**src/rtl/tick_updown_counter.sv**
```systemverilog
// Purpose : free-running prescaler tick plus a WIDTH-bit up/down counter with
//           programmable modulus (MAX_VAL+1), wrap/saturate modes, sync load
//           and a one-cycle terminal-count pulse for cascading.
// Ports   : clk, rst (sync, active-low); en, up_dn, sat, load, load_val in;
//           q (count), tc (terminal count), tick (prescaler tick) out, all
//           registered.
// Latency : tick is high in the cycle after the prescaler wraps; the count step
//           lands on the following edge. Load takes effect on the next edge.
module tick_updown_counter #(
  parameter int              WIDTH   = 4,
  parameter int              DIV     = 100_000_000,
  parameter longint unsigned MAX_VAL = (64'd1 << WIDTH) - 64'd1
) (
  input  logic             clk,
  input  logic             rst,
  input  logic             en,
  input  logic             up_dn,
  input  logic             sat,
  input  logic             load,
  input  logic [WIDTH-1:0] load_val,
  output logic [WIDTH-1:0] q,
  output logic             tc,
  output logic             tick
);

  // DIV=1 would need a zero-width prescaler; keep one bit that never moves.
  localparam int             PW         = (DIV > 1) ? $clog2(DIV) : 1;
  localparam logic [PW-1:0]  PRESC_LAST = PW'(DIV - 1);
  localparam logic [WIDTH-1:0] MAX_Q    = MAX_VAL[WIDTH-1:0];

  logic [PW-1:0]    r_presc;
  logic             r_tick;
  logic [WIDTH-1:0] r_q;
  logic             r_tc;

  logic [WIDTH-1:0] w_load_q;
  logic [WIDTH-1:0] w_step_q;
  logic             w_step_tc;
  logic             w_at_max;
  logic             w_at_zero;

  // Prescaler: independent of every control input except reset.
  always_ff @(posedge clk) begin
    if (!rst) begin
      r_presc <= '0;
      r_tick  <= 1'b0;
    end else if (r_presc == PRESC_LAST) begin
      r_presc <= '0;
      r_tick  <= 1'b1;
    end else begin
      r_presc <= r_presc + PW'(1);
      r_tick  <= 1'b0;
    end
  end

  assign w_at_max  = (r_q == MAX_Q);
  assign w_at_zero = (r_q == '0);

  // Loads above the modulus are clamped so q never leaves 0..MAX_VAL.
  assign w_load_q = (load_val > MAX_Q) ? MAX_Q : load_val;

  // Step result for the current direction; boundary steps raise tc whether
  // they wrap or saturate, so a saturated counter still reports each tick.
  always_comb begin
    w_step_q  = r_q;
    w_step_tc = 1'b0;
    if (up_dn) begin
      if (w_at_max) begin
        w_step_tc = 1'b1;
        w_step_q  = sat ? MAX_Q : '0;
      end else begin
        w_step_q  = r_q + WIDTH'(1);
      end
    end else begin
      if (w_at_zero) begin
        w_step_tc = 1'b1;
        w_step_q  = sat ? '0 : MAX_Q;
      end else begin
        w_step_q  = r_q - WIDTH'(1);
      end
    end
  end

  // Priority: reset > load > (tick & en) step > hold. The registered tick is
  // used, so the step lands one edge after tick is visible on the port.
  always_ff @(posedge clk) begin
    if (!rst) begin
      r_q  <= '0;
      r_tc <= 1'b0;
    end else if (load) begin
      r_q  <= w_load_q;
      r_tc <= 1'b0;
    end else if (r_tick && en) begin
      r_q  <= w_step_q;
      r_tc <= w_step_tc;
    end else begin
      r_tc <= 1'b0;
    end
  end

  assign q    = r_q;
  assign tc   = r_tc;
  assign tick = r_tick;

endmodule

```
**config.mk**
```make
export PLATFORM = sky130hd
export DESIGN_NAME = tick_updown_counter
export DESIGN_NICKNAME = d
export VERILOG_FILES = /design/src/rtl/tick_updown_counter.sv
export SDC_FILE = /design/constraint.sdc
export NUM_CORES = 1
export LEC_CHECK = 0
export ABC_AREA = 1
export BUFFER_PORTS_ARGS = -buffer_cell sky130_fd_sc_hd__buf_4
export CORE_UTILIZATION = 40
export DETAILED_ROUTE_END_ITERATION = 6
export GPL_ROUTABILITY_DRIVEN = 0
export GPL_TIMING_DRIVEN = 0
export SLEW_MARGIN = 20
export SYNTH_ARGS = -nofsm -noshare
export SYNTH_HDL_FRONTEND = slang
export SYNTH_SLANG_ARGS = --single-unit
```
**constraint.sdc**
```tcl
create_clock -name clk -period 1.37 [get_ports clk]
set_input_delay 0.3425 -clock clk [delete_from_list [all_inputs] [get_ports clk]]
set_output_delay 0.3425 -clock clk [all_outputs]
set_load 0.01 [all_outputs]
```
==> flow_summary.rst <==
.. list-table::
   :header-rows: 1

   * - Metric
     - Value
   * - Cell taking the most area after synthesis
     - dfxtp_1
   * - Net switching component of the power
     - roughly 0.51 mW
   * - Share of power burned in combinational logic
     - between 10% and 20%
   * - Count of clock tree sinks
     - 33
   * - Final critical delay including setup and external delays
     - ~1.4 ns
   * - Max Clk Rate
     - slightly above 700 MHz
   * - Worst path most repeated cell
     - nand2_4
   * - Non-Filler Cell Area, Final
     - between 2000 and 2500 µm²
   * - Total die area
     - around 5100 µm²
   * - Arrival time reported for the critical path endpoint
     - between 1.5 and 2 ns
   * - Port buffer count
     - 15
   * - Final Net Count
     - 356
   * - Sequential Power Share
     - 49.0%
   * - Classification of the worst setup path
     - reg2reg
   * - Dpl cell area
     - about 2100 µm²
   * - Via count of the routed design
     - between 1500 and 2000
   * - Clock transition at path regs
     - 0.07 ns
   * - Number of buffers between clock root and the deepest sink
     - 2
   * - Synthesized area
     - roughly 1900 µm²
   * - Post-route antenna net violation count
     - 0
   * - Switching fraction of total power
     - between 20% and 30%
   * - Met1 capacity usage during global routing
     - between 20 and 30%
   * - Max stage delay on crit path
     - 0.35 ns
   * - Number of enable-type register cells in the synthesized netlist
     - 0
   * - GR Overflow Total
     - 0
   * - Initial Utilization
     - 42.8%
   * - Clock latency on the worst-skew pair
     - 0.28 ns
   * - Reg area
     - between 600 and 700 µm²
   * - CTS H-tree depth
     - 2
   * - Post-synthesis area per instance
     - between 6 and 7 µm²
   * - Antenna violations before repair
     - 0
   * - Outcome
     - finished with violations
   * - GRT Max-Usage Layer
     - met2
   * - Most numerous cell in the Yosys netlist
     - nand2_1
   * - Final period utilization
     - 101%
   * - Chip Height
     - roughly 71 µm
   * - Worst supply voltage drop on vdd
     - around 510 µV
   * - Leading register cell type out of synthesis
     - dfxtp_1
   * - Non-filler cells in the finished layout
     - 396
   * - Number of failing setup endpoints in the final timing report
     - 16
   * - Top area cells in the synthesized netlist
     - dfxtp_1 (34%), nand2_1 (21%), nor2_1 (12%)
   * - Global Route met2 Usage
     - between 30% and 40%
   * - CP delay by family, top
     - simple AND/OR/NAND/NOR gates
   * - Final total negative setup slack
     - -0.134 ns
   * - Maximum number of pins on one net before global-route repair
     - 11
   * - Setup crit start kind
     - flop
   * - DRT Pass-1 Iters
     - 7
   * - Detailed Route WL
     - about 4800 µm
   * - Detailed-route DRC error count
     - 1
   * - Total CTS buffers
     - 5
   * - Clock share of power
     - around two fifths
   * - Fraction of final layout cells with drive strength greater than 1
     - 22.1%
   * - Cell count after synthesis
     - between 300 and 400
   * - Total half-perimeter wirelength after legalization and detailed placement
     - approximately 3600 µm
   * - Max FO, Critical Path
     - 10
   * - Slowest stage cell, crit path
     - dfxtp_2
   * - Layout area overhead
     - 24.8%
   * - Net count after synthesis
     - 323
   * - Share of the yosys chip area belonging to registers
     - 34.3%
   * - Library cells used by synthesis
     - 23
   * - Class of the most critical hold timing path
     - in2reg
   * - Fraction of post-synthesis cell area in the top cell type by area
     - between 30% and 40%
   * - Width of the die
     - 71.4 µm
   * - Total of max-cap violations
     - 0
   * - Number of global-route vias before repair
     - roughly 1700
   * - Placed Cells
     - around 380
   * - Number of inserted diodes
     - 0
   * - I/O Pins
     - 16
   * - Count of filler cells inserted in the layout
     - 472
   * - Cell Pwr Density
     - between 800 and 900 nW/µm²
   * - Number of violations reported at the end of detailed-routing iteration 0
     - 113
   * - Count of endpoints failing hold in the final timing report
     - 0
   * - Number of warnings issued by yosys
     - 0
   * - Worst Skew
     - between 0.007 and 0.008 ns
   * - Number of buffers and inverters on the critical path
     - 1
   * - Multi-input gate area
     - about 1200 µm²
   * - Clock tree from TritonCTS
     - built
   * - CORE AREA
     - roughly 4500 µm²
   * - Final count of pins violating max slew
     - 0
   * - Most frequent cells after synthesis
     - nand2_1 (108), nor2_1 (60), dfxtp_1 (33)
   * - Worst Tran Pin Value
     - around 0.29 ns
   * - Pre-CTS setup slack
     - -0.264 ns
   * - Average wire per cell in the routed design
     - between 10 and 15 µm
   * - Cells traversed along the worst timing path
     - ha_4 -> nand2_4 -> nor2_4 -> nand2_4 -> nor2_4 -> nand2_2 -> nand2_4 -> buf_8 -> a21oi_1
   * - Failing checks
     - DRC, setup timing
   * - Met3 usage
     - roughly 3.0%
   * - FF+latch count, synth
     - 33
   * - Setup slack after layout
     - -0.0196 ns
   * - RSZ-0062 raised after global routing
     - yes
   * - Kind of capture point of the worst setup path
     - flop
   * - Avg Vias per Cell
     - a little under 5
   * - Share of synthesized registers carrying an async set or reset
     - 0%
   * - Max-Slew Margin vs Limit
     - between 80% and 90%
   * - Internal Dissipation
     - between 1.5 and 2 mW
   * - Worst path required time
     - about 1.5 ns
   * - Final core area utilization
     - between 50% and 60%
   * - Global-route usage over all layers
     - 19.9%
   * - Wire length of the first global-routing pass
     - ~7900 µm
   * - Site row count
     - 24
   * - Clock root buffer
     - clkbuf_8
   * - Static leakage
     - 0.893 nW
## metal layers
metal	share of wire, %	vias up	wire [µm]
met5	0	-	0
met1	50	879	2390
li1	-	1040	-
met4	0.52	0	25
met3	4.6	4	222
met2	45	38	2140
## stage by stage
| step | hold WS, ns | total power, mW |
|---|---|---|
| floorplan | 0.437 | 1.15 |
| global placement | 0.456 | 1.23 |
| detailed placement | 0.463 | 1.23 |
| CTS | 0.346 | 2.06 |
| global route | 0.357 | 2.13 |
| finish | 0.351 | 2.04 |
## placed cells by master (no fill, tap or decap), drive strengths merged
master  Yosys  final
clkbuf      0      7
inv        27     27
o21ai       8      8
dfxtp      33     33
nand3b      7      7
ha          3      3
clkinv      0      1
nand3      14     14
or2         3      3
nand2     112    112
a21oi      23     23
nand4       3      3
xnor2       6      6
xor2        2      2
nor2       64     64
buf         3     29
nor3        2      2
## layout make-up
| class | instances | share of cell area (%) |
|---|---|---|
| plain buffers | 3 | 1.46 |
| clock buffers | 7 | 4.01 |
| clock inverters | 1 | 0.208 |
| inverters | 27 | 4.21 |
| multi-input cells | 247 | 50.9 |
| flip-flops and latches | 33 | 28.1 |
| well taps | 52 | 2.71 |
| repair buffers | 26 | 8.43 |
## flip-flops by register name, indices dropped and copies added, names as in the netlist
register,flops
tick,1
r_presc,27
tc,1
q,4
## worst min-delay path, stage by stage
cell	delay (ns)
buf_4	0.10
nand2_1	0.05
nand2_1	0.06
a21oi_1	0.04
## worst paths after layout
kind,cells past startpoint,slack [ns],endpoint,from
setup / recovery,9,-0.02,r_presc[21],r_presc[1]
setup reg to reg,9,-0.02,r_presc[21],r_presc[1]
hold reg to reg,2,0.47,r_presc[26],r_presc[26]
hold / removal,4,0.35,tc,up_dn
## kinds of logic after synthesis
family,count (synthesis),share of synthesized area [%]
buffers and inverters,30,6.69
AO/OA/AOI/OAI,31,8.25
flip-flops,33,34.3
AND/OR/NAND/NOR,205,45.2
adder cells (fa/ha/maj),3,1.95
XOR/XNOR,8,3.64
## power groups by stage
stage | Clock (mW) | Combinational [mW] | Sequential (mW)
2_1_floorplan | 0 | 0.132 | 1.02
3_5_place_dp | 0 | 0.204 | 1.02
3_3_place_gp | 0 | 0.203 | 1.02
6_report | 0.807 | 0.236 | 1.00
4_1_cts | 0.824 | 0.232 | 1.00
5_1_grt | 0.858 | 0.274 | 1.00
## what timing repair did
item / in CTS / in global routing
gates resized for setup: 10 / 23
pin swaps: 2 / 2
buffers inserted: 10 / 1
setup endpoints to repair: 31 / 31
hold buffers: 0 / 0
Power figures use the tool's default switching activity.
